===== config.mk =====
export PLATFORM = sky130hd
export DESIGN_NAME = ccat_buf
export DESIGN_NICKNAME = d
export VERILOG_FILES = /design/src/rtl/ccat_slot.sv /design/src/rtl/ccat_buf.sv
export SDC_FILE = /design/constraint.sdc
export NUM_CORES = 1
export LEC_CHECK = 0
export CAP_MARGIN = 20
export CORE_UTILIZATION = 40
export DETAILED_ROUTE_END_ITERATION = 8
export DONT_BUFFER_PORTS = 1
export GPL_ROUTABILITY_DRIVEN = 0
export GPL_TIMING_DRIVEN = 0
export SLEW_MARGIN = 5
export SYNTH_ARGS = -nofsm -noshare
export SYNTH_HDL_FRONTEND = slang
export SYNTH_SLANG_ARGS = --single-unit

===== constraint.sdc =====
create_clock -name clk -period 1.2 [get_ports clk]
set_input_delay 0.24 -clock clk [delete_from_list [all_inputs] [get_ports clk]]
set_output_delay 0.24 -clock clk [all_outputs]
set_load 0.02 [all_outputs]

===== src/rtl/ccat_slot.sv =====
// ccat_slot: one-entry valid/data holding register for a single join channel.
// A load captures new data and marks the slot full; a clear empties it.
// When both happen in the same cycle the load wins so back-to-back
// transfers keep the slot occupied.
module ccat_slot #(
    parameter int WIDTH = 16
) (
    input  logic             clk,
    input  logic             rst,
    input  logic             load,
    input  logic             clear,
    input  logic [WIDTH-1:0] din,
    output logic             full,
    output logic [WIDTH-1:0] dout
);

    logic             full_d;
    logic             full_q;
    logic [WIDTH-1:0] data_d;
    logic [WIDTH-1:0] data_q;

    // Next-state for the slot: load has priority over clear, otherwise hold
    always_comb begin
        full_d = full_q;
        data_d = data_q;
        if (load) begin
            full_d = 1'b1;
            data_d = din;
        end else if (clear) begin
            full_d = 1'b0;
        end else begin
            full_d = full_q;
        end
    end

    // Slot state register with synchronous active-low reset
    always_ff @(posedge clk) begin
        if (!rst) begin
            full_q <= 1'b0;
            data_q <= {WIDTH{1'b0}};
        end else begin
            full_q <= full_d;
            data_q <= data_d;
        end
    end

    assign full = full_q;
    assign dout = data_q;

endmodule


===== src/rtl/ccat_buf.sv =====
// ccat_buf: buffered join stage. Each of SIZE valid/ready channels parks one
// transfer in its own slot; once all slots are full the concatenation of the
// slots is offered downstream. Output data comes straight from the slot
// registers, so there is no combinational path from din_data to dout_data.
// The dout_ready -> din_ready path is deliberate: it lets every slot be
// refilled in the same cycle it drains, giving one transfer per cycle.
module ccat_buf #(
    parameter int SIZE  = 2,
    parameter int WIDTH = 16
) (
    input  logic                  clk,
    input  logic                  rst,
    input  logic [SIZE-1:0]       din_valid,
    output logic [SIZE-1:0]       din_ready,
    input  logic [SIZE*WIDTH-1:0] din_data,
    output logic                  dout_valid,
    input  logic                  dout_ready,
    output logic [SIZE*WIDTH-1:0] dout_data
);

    localparam int DW = SIZE * WIDTH;

    logic [SIZE-1:0] full_s;
    logic [SIZE-1:0] load_s;
    logic [DW-1:0]   slot_data_s;
    logic            fire_s;

    // Join logic: output is valid only when every slot holds a transfer;
    // a slot accepts when empty or when it is being drained this cycle.
    // din_ready never looks at din_valid, so there is no valid->ready loop.
    always_comb begin
        dout_valid = &full_s;
        fire_s     = dout_valid & dout_ready;
        din_ready  = ~full_s | {SIZE{fire_s}};
        load_s     = din_valid & din_ready;
    end

    genvar gi;
    generate
        for (gi = 0; gi < SIZE; gi++) begin : g_slot
            ccat_slot #(
                .WIDTH (WIDTH)
            ) u_slot (
                .clk   (clk),
                .rst   (rst),
                .load  (load_s[gi]),
                .clear (fire_s),
                .din   (din_data[gi*WIDTH +: WIDTH]),
                .full  (full_s[gi]),
                .dout  (slot_data_s[gi*WIDTH +: WIDTH])
            );
        end
    endgenerate

    assign dout_data = slot_data_s;

endmodule


==> flow_summary.yaml, run 1 <==
power_and_ir_drop:
  leakagePower_nw: 0.682
  peakVddDrop_mv: 0.604
  powerDensity_nw_per_um2: 1390
setup_path:
  path_max_fanout: 3
  cp_slowest_cell: "dfxtp_4"
  required_ns: 0.96
  cp_num_buf_inv: 1
  path_cells: "a21boi_4 -> inv_2"
  path_class: "flip-flop to output port"
  cp-start-kind: "flip-flop"
  critPathMaxStageDelay_ns: 0.37
  endpoint_kind: "output port"
  crit_arrival_ns: 0.99
  cp_top_family: "flip-flops"
global_route:
  grt_max_degree: 11
  grt_pass1_wl_um: 4040
  grt_use_total_pct: 15.1
  first_global_vias: 977
  antenna_found_initial: 0
  grt-ovfl-total: 0
logic_synthesis:
  yosys_warnings: 0
  synth_nets: 187
  postSynthCellCount: 150
  ys_ff_latch: 34
  synth_cell_type_count: 12
  synthesis.area_um2: 1400
  post_synth.cell_area_avg_um2: 9.31
  synth_seq_area_share_pct: 48.7
detailed_routing:
  drt_wl_total_um: 3030
  drc_errors: 0
  drt_iter0_drc: 30
  wire_per_inst_um: 14.6
  firstDrtPassIters: 3
  viasPerCell: 5.02
  ant_nets: 0
  vias: 1039
finish:
  final_common_cell: "nand2_1"
  utilization_pct: 48.3
  stdcell_area_um2: 1610
  drive_above_1_share_pct: 17.4
  nets: 199
  area_delta_synth_final_pct: 15.5
  mostFrequentLayoutCells: "nand2_1 (64), dfxtp_1 (32), mux2i_1 (30)"
  antennaDiodeCount: 0
clock_tree:
  cts_max_level: 2
  hold_buffers: 0
  clockBufferDepth: 2
  cts_tree: "yes"
  clkLatencyLatePin_ns: 0.32
  clock_sinks: 34
  ctsRootBufferMaster: "clkbuf_4"
  cts_buffers: 5
  cts.clk_slew.worst_paths_ns: 0.09
timing:
  rsz0062_at_grt: "true"
  min_period_ns: 1.23
  finalHoldViolCount: 0
  drv_slew: 0
  max_freq_mhz: 815
  fin_ws_ns: -0.0271
  skew_ns: 0.00864
  post-route-period-util_pct: 102
  relSlewSlack_pct: 69.9
  finalSetupViolCount: 3
  worstMarginPinSlew_ns: 0.452
placed_design:
  place_ws_ns: -0.0788
  placed_cell_area_um2: 1450
  hpwlAfterDp_um: 2190
  port_buffers: 0
job:
  maxCapViolCount: 0
min_path:
  min_path_type: "primary input to flip-flop"
die:
  die_width_um: 61.1
  die-height_um: 61.1
  dieArea_um2: 3730
  core-area_um2: 3340
  row_count: 21
  start_util_pct: 41.8
  ios: 72
outcome:
  outcome: "complete, but fails checks"
  violations: "negative setup slack"
-- area by class of cell --
| type | count | area (um^2) |
|---|---|---|
| clock buffers | 6 | 51.3 |
| repair buffers | 5 | 71.3 |
| fillers | 351 | 1720 |
| flip-flops and latches | 34 | 688 |
| multi-input cells | 103 | 646 |
| plain buffers | 11 | 91.3 |
| inverters | 2 | 7.51 |
| well taps | 46 | 57.6 |
-- worst paths after layout --
| path | slack [ns] | depth (start not counted) | startpoint | end |
|---|---|---|---|---|
| hold reg to reg | 0.57 | 2 | g_slot[1].u_slot.dout[0] | g_slot[1].u_slot.dout[0] |
| hold / removal | 0.05 | 1 | din_valid[0] | g_slot[0].u_slot.full |
| setup reg to reg | 0 | 5 | g_slot[1].u_slot.full | g_slot[1].u_slot.dout[9] |
| setup / recovery | -0.03 | 2 | g_slot[1].u_slot.full | din_ready[1] |
-- worst register-to-register path, cell delays in order (launching register included) --
cell and delay [ns]:
dfxtp_4 0.36, a21boi_4 0.15, nor2b_2 0.14, buf_6 0.15
clkbuf_16 0.15, mux2i_1 0.19
-- state kept, by name (all words and copies together) (netlist names) --
name and flops:
g_slot.u_slot.full 2, g_slot.u_slot.dout 32
-- layer usage --
layer  vias up  GRT usage, %  routed length (um)
met5         -             0                   0
met4         0          5.84                  14
met3         2          6.51                 236
met2        42          27.3                1580
met1       492          15.3                1200
li1        503             -                   -
-- where the power goes --
part           leakage, nW  internal (mW)  switching, mW
sequential           0.281           1.21          0.143
combinational        0.371          0.156          0.147
clock               0.0302          0.264          0.332
-- kinds of logic (layout without fill, tap and decap cells) --
family,Yosys count,after routing,synth area share [%]
buffers and inverters,13,24,7.08
flip-flops,34,34,48.7
AO/OA/AOI/OAI,4,4,2.69
AND/OR/NAND/NOR,67,67,18.5
multiplexers,32,32,22.9
-- cell usage after synthesis --
| cell type | number | area share, % |
|---|---|---|
| and2_1 | 1 | 0.45 |
| mux2i_1 | 32 | 23 |
| buf_6 | 2 | 1.6 |
| clkbuf_1 | 5 | 1.3 |
| a21boi_2 | 2 | 1.6 |
| inv_1 | 2 | 0.54 |
| dfxtp_1 | 34 | 49 |
| buf_12 | 2 | 2.9 |
| o21a_1 | 2 | 1.1 |
| nand2_1 | 64 | 17 |
| nor2b_1 | 2 | 0.90 |
| buf_2 | 2 | 0.72 |
-- metrics by stage --
| step | power [mW] | hold WS [ns] | setup TNS [ns] | instances |
|---|---|---|---|---|
| floorplan | 1.57 | 0.364 | 0 | 150 |
| global placement | 1.61 | 0.365 | -0.158 | 196 |
| detailed placement | 1.63 | 0.369 | -0.581 | 196 |
| CTS | 2.25 | 0.0299 | -0.0784 | 205 |
| global route | 2.35 | 0.0245 | -0.440 | 207 |
| finish | 2.25 | 0.0460 | -0.0523 | 207 |
-- what timing repair did --
item / CTS / global route
resized for setup: 7 / 7
setup endpoints to repair: 22 / 24
pin swaps: 0 / 0
cloned: 0 / 1
buffers inserted: 3 / 1
Note: power is estimated with default switching activity, not from simulation.
==> run 2, diff against run 1 <==
--- a/config.mk
+++ b/config.mk
@@ -14,4 +14,5 @@
 export SLEW_MARGIN = 5
 export SYNTH_ARGS = -nofsm -noshare
 export SYNTH_HDL_FRONTEND = slang
+export SYNTH_HIERARCHICAL = 1
 export SYNTH_SLANG_ARGS = --single-unit
==> run 2 against run 1 <==
Compared with the run above: the run still ends with negative setup slack left; worst hold slack got worse by 0.0073 ns; global-route usage decreased by 1.3 points; final area shrank 1.6%; clock power is 6.9% lower; utilization is 2.4 points higher; critical path depth increased by 4; wire length fell by 18%; synthesized cell count decreased by 23%; first-iteration DRC count fell by 70%; via count shrank 19%; non-clock buffer count down 3; critical endpoint is now g_slot[1].u_slot/dout[12]; largest power group unchanged.
==> flow_summary.yaml, run 2 <==
finish:
  drive_above_1_share_pct: 19.2
  final_common_cell: "nor2b_1"
  nFillCells: 288
  antennaDiodeCount: 0
  stdcell_area_um2: 1590
  area_delta_synth_final_pct: 17.3
  mostFrequentLayoutCells: "nor2b_1 (34), mux2i_1 (32), dfxtp_1 (32)"
  largest_reg_flops: 32
  nets: 167
  utilization_pct: 50.8
timing:
  post-route-period-util_pct: 100
  finalHoldViolCount: 0
  drv_slew: 0
  relSlewSlack_pct: 79.3
  rsz0062_at_grt: "true"
  finalSetupViolCount: 2
  skew_ns: 0.00563
  worstMarginPinSlew_ns: 0.311
  max_freq_mhz: 832
  fin_ws_ns: -0.00257
  min_period_ns: 1.20
setup_path:
  path_max_fanout: 6
  path_cells: "nand2_4 -> a21boi_2 -> buf_6 -> clkbuf_16 -> mux2i_1 -> nor2b_1"
  reg2reg_to: "g_slot[1].u_slot/dout[12]"
  r2r_setup_slack_ns: -0.003
  path_class: "flip-flop to flip-flop"
  r2r_cells: 6
  cp-start-kind: "flip-flop"
  rr_startpoint: "g_slot[0].u_slot/full"
  endpoint_kind: "flip-flop"
  critPathMaxStageDelay_ns: 0.39
  required_ns: 1.42
  cp_num_buf_inv: 2
  cp_slowest_cell: "dfxtp_4"
  crit_arrival_ns: 1.42
  worst-path-stages: 6
  cp_top_family: "flip-flops"
logic_synthesis:
  ys_top_cells_by_count: "dfxtp_1 (34), nor2b_1 (34), mux2i_1 (32)"
  synthesis.area_um2: 1350
  synth_cell_type_count: 12
  synth_nets: 153
  synth_seq_area_share_pct: 50.3
  synth-async-reset-ratio_pct: 0
  yosysTopAreaCell: "dfxtp_1"
  yosys_warnings: 6
  synth_top_area_share_pct: 50.3
  synth_area_leaders: "dfxtp_1 (50%), mux2i_1 (24%), nor2b_1 (16%)"
  postSynthCellCount: 116
  ys_ff_latch: 34
  synth_ff_type: "dfxtp_1"
  post_synth.cell_area_avg_um2: 11.7
  synth_edf_count: 0
detailed_routing:
  viasPerCell: 4.86
  vias: 846
  firstDrtPassIters: 2
  drc_errors: 0
  wire_per_inst_um: 14.2
  drt_wl_total_um: 2470
  ant_nets: 0
  drt_iter0_drc: 9
clock_tree:
  cts_tree: "yes"
  clock_sinks: 34
  clkLatencyLatePin_ns: 0.32
  hold_buffers: 0
  cts.clk_slew.worst_paths_ns: 0.10
  cts_max_level: 2
  cts_buffers: 5
  clockBufferDepth: 2
  ctsRootBufferMaster: "clkbuf_4"
global_route:
  grt_pass1_wl_um: 3390
  grt-ovfl-total: 0
  antenna_found_initial: 0
  grt_max_degree: 17
  first_global_vias: 814
  grt_use_total_pct: 13.8
outcome:
  violations: "negative setup slack"
  outcome: "complete, but fails checks"
die:
  start_util_pct: 43.3
  die_width_um: 60.2
  dieArea_um2: 3620
  ios: 72
  row_count: 20
  die-height_um: 60.2
  core-area_um2: 3130
power_and_ir_drop:
  leakagePower_nw: 0.656
  powerDensity_nw_per_um2: 1420
  peakVddDrop_mv: 0.659
placed_design:
  placed_cell_area_um2: 1410
  place_ws_ns: -0.0815
  port_buffers: 0
  hpwlAfterDp_um: 1680
min_path:
  holdPathStages: 1
  min_path_type: "primary input to flip-flop"
  worst_hold_path.endpoint: "g_slot[0].u_slot/dout[14]"
  hp-start: "rst"
job:
  maxCapViolCount: 0
-- run 2: how the worst max path moves through the flow --
stage                               start                        end  slack, ns
global route        g_slot[1].u_slot/full   g_slot[0].u_slot/dout[1]      -0.07
CTS                 g_slot[1].u_slot/full               din_ready[0]      -0.03
detailed placement  g_slot[0].u_slot/full   g_slot[1].u_slot/dout[8]      -0.08
floorplan           g_slot[0].u_slot/full  g_slot[1].u_slot/dout[10]       0.03
finish              g_slot[0].u_slot/full  g_slot[1].u_slot/dout[12]     -0.003
global placement    g_slot[0].u_slot/full  g_slot[1].u_slot/dout[11]      -0.05
-- run 2: cells by family (layout without fill, tap and decap cells) --
family                 count (synthesis)  count (layout)  share of synthesized area, %
AO/OA/AOI/OAI                          4               4                          2.77
buffers and inverters                  6              20                          5.18
flip-flops                            34              34                          50.3
multiplexers                          32              32                          23.7
AND/OR/NAND/NOR                       40              40                          18.1
-- run 2: where the power goes --
part	total (mW)	internal (mW)	leakage (nW)	switching [mW]
Combinational	0.339	0.205	0.343	0.134
Clock	0.555	0.210	0.0308	0.345
Sequential	1.35	1.21	0.281	0.147
-- run 2: through the flow --
step | setup TNS, ns | power, mW | cells | hold WS, ns
after floorplan | 0 | 1.61 | 116 | 0.368
after global placement | -0.742 | 1.64 | 160 | 0.370
after detailed placement | -1.18 | 1.65 | 160 | 0.378
after CTS | -0.0969 | 2.25 | 171 | 0.0169
after global routing | -1.54 | 2.37 | 174 | 0.0113
final | -0.00505 | 2.25 | 174 | 0.0388
-- run 2: final cells by class --
type                            instances  area (um^2)  area share, %
Tap cell                               44         55.1           3.47
Sequential cell                        34          688           43.3
Clock inverter                          2         10.0          0.630
Buffer                                  6         70.1           4.41
Timing Repair Buffer                    7          113           7.09
Multi-Input combinational cell         76          614           38.7
Clock buffer                            5         37.5           2.36
-- run 2: worst register-to-register path, delay by kind of cell, from the launching register on --
family	cells	cell delay, ns
mux	1	0.19
simple gates	2	0.11
compound gates	1	0.12
flops	1	0.39
buf+inv	2	0.30
-- run 2: per-layer routing --
layer,vias up,track usage (%),wire length [um]
met5,-,0,0
met4,0,11.0,59
met3,8,6.71,210
met2,46,22.0,1210
met1,384,13.5,994
li1,408,-,-
-- run 2: timing repair --
item | in CTS | in global routing
gates resized for setup | 3 | 2
gates cloned | 0 | 2
endpoints found under the setup margin | 21 | 34
pin swaps | 0 | 2
endpoints found under the hold margin | 0 | 0
buffers inserted | 4 | 1
==> run 3, diff against run 2 <==
--- a/config.mk
+++ b/config.mk
@@ -5,12 +5,14 @@
 export SDC_FILE = /design/constraint.sdc
 export NUM_CORES = 1
 export LEC_CHECK = 0
+export ABC_CLOCK_PERIOD_IN_PS = 1200
 export CAP_MARGIN = 20
 export CORE_UTILIZATION = 40
 export DETAILED_ROUTE_END_ITERATION = 8
 export DONT_BUFFER_PORTS = 1
 export GPL_ROUTABILITY_DRIVEN = 0
 export GPL_TIMING_DRIVEN = 0
+export REMOVE_ABC_BUFFERS = 1
 export SLEW_MARGIN = 5
 export SYNTH_ARGS = -nofsm -noshare
 export SYNTH_HDL_FRONTEND = slang
==> run 3 against run 2 <==
Compared with the run above: the flow still finishes with violations (negative setup slack); worst hold slack lost 0.0025 ns; worst setup slack lost 0.072 ns; maximum frequency fell by 5.6%; critical path depth shrank 1; final area decreased by 3.1%; clock power increased by 1%; highest routed layer unchanged.
==> flow_summary.yaml, run 3 (synthesis results as in run 2) <==
outcome:
  outcome: "complete, but fails checks"
  violations: "negative setup slack"
finish:
  largest_reg_flops: 32
  area_delta_synth_final_pct: 13.7
  multi_input_area_um2: 643
  final_common_cell: "nor2b_1"
  seq_area_um2: 688
  nFillCells: 286
  utilization_pct: 49.2
  antennaDiodeCount: 0
  nets: 162
  drive_above_1_share_pct: 16.8
  mostFrequentLayoutCells: "nor2b_1 (34), dfxtp_1 (32), mux2i_1 (31)"
timing:
  rsz0062_at_grt: "true"
  max_freq_mhz: 785
  post-route-period-util_pct: 106
  finalSetupViolCount: 17
  fin_ws_ns: -0.0742
  drv_slew: 0
  relSlewSlack_pct: 82.8
  min_period_ns: 1.27
  finalHoldViolCount: 0
  worstMarginPinSlew_ns: 0.258
  skew_ns: 0.00477
clock_tree:
  clockBufferDepth: 2
  cts_tree: "yes"
  clock_sinks: 34
  cts.clk_slew.worst_paths_ns: 0.09
  clkLatencyLatePin_ns: 0.33
  cts_max_level: 2
  ctsRootBufferMaster: "clkbuf_4"
  cts_buffers: 5
detailed_routing:
  drt_wl_total_um: 2510
  wire_per_inst_um: 14.8
  vias: 815
  firstDrtPassIters: 3
  drc_errors: 0
  drt_iter0_drc: 6
  ant_nets: 0
  viasPerCell: 4.82
die:
  row_count: 20
  die-height_um: 60.2
  core-area_um2: 3130
  ios: 72
  start_util_pct: 43.3
  die_width_um: 60.2
  dieArea_um2: 3620
setup_path:
  crit_arrival_ns: 1.50
  cp-start-kind: "flip-flop"
  required_ns: 1.43
  path_max_fanout: 8
  endpoint_kind: "flip-flop"
  path_class: "flip-flop to flip-flop"
  r2r_setup_slack_ns: -0.07
global_route:
  grt_pass1_wl_um: 3400
  antenna_found_initial: 0
  grt-ovfl-total: 0
  first_global_vias: 809
  grt_max_degree: 35
  grt_use_total_pct: 13.8
min_path:
  min_path_type: "primary input to flip-flop"
power_and_ir_drop:
  powerDensity_nw_per_um2: 1440
  peakVddDrop_mv: 0.899
  leakagePower_nw: 0.626
job:
  maxCapViolCount: 0
placed_design:
  hpwlAfterDp_um: 1600
  port_buffers: 0
  place_ws_ns: -0.637
## run 3: cell types whose count changed in the layout (fill, tap and decap cells not counted), moves of 2 or more
cell | previous run | this run
buf_12 | 4 | 2
buf_6 | 2 | 0
clkinv_2 | 2 | 0
a21boi_4 | 0 | 2
nand2_1 | 2 | 0
dlygate4sd3_1 | 0 | 2
a21boi_2 | 2 | 0
## run 3: where the power goes
group / internal, mW / switching, mW
registers: 1.21 / 0.149
logic: 0.174 / 0.123
clock network: 0.221 / 0.340
## run 3: repair_timing
action	CTS	global route
hold buffers	1	1
pin swaps	2	1
setup endpoints to repair	37	35
endpoints found under the hold margin	1	1
gates cloned	0	1
resized for setup	10	3
buffers inserted	4	1
## run 3: stage by stage
step	total power, mW	hold WS, ns	instances	setup TNS, ns	cell area, um^2
after global placement	1.60	0.362	154	-19.40	1340
after floorplan	1.56	0.358	110	-12.60	1280
after CTS	2.22	0.00730	166	-0.0268	1480
after detailed placement	1.61	0.365	154	-20.42	1340
final	2.21	0.0362	169	-0.568	1540
after global routing	2.33	0.0163	169	-2.68	1540
## run 3: per-layer routing
layer	routed length (um)	share of wire, %	GRT usage [%]
met5	0	0	0
met4	53	2.1	7.97
met3	190	7.6	7.36
met2	1270	51	22.9
met1	993	40	13.5
## run 3: layout make-up
type,count,area share [%]
clock buffer,7,2.93
timing repair buffer,8,6.99
multi-input combinational,76,41.8
tap,44,3.58
sequential,34,44.7
## run 3: final timing paths
path / startpoint / endpoint / cells past startpoint
hold reg to reg: g_slot[0].u_slot/dout[7] / g_slot[0].u_slot/dout[7] / 2
setup reg to reg: g_slot[0].u_slot/full / g_slot[1].u_slot/dout[8] / 5
hold / removal: rst / g_slot[0].u_slot/dout[3] / 1
setup / recovery: g_slot[0].u_slot/full / g_slot[1].u_slot/dout[8] / 5
## run 3: worst max-delay path, stage by stage (launching register included)
cell and delay [ns]:
dfxtp_4 0.39, nand2_4 0.07, a21boi_4 0.24, clkbuf_16 0.21, mux2i_1 0.20, nor2b_1 0.06
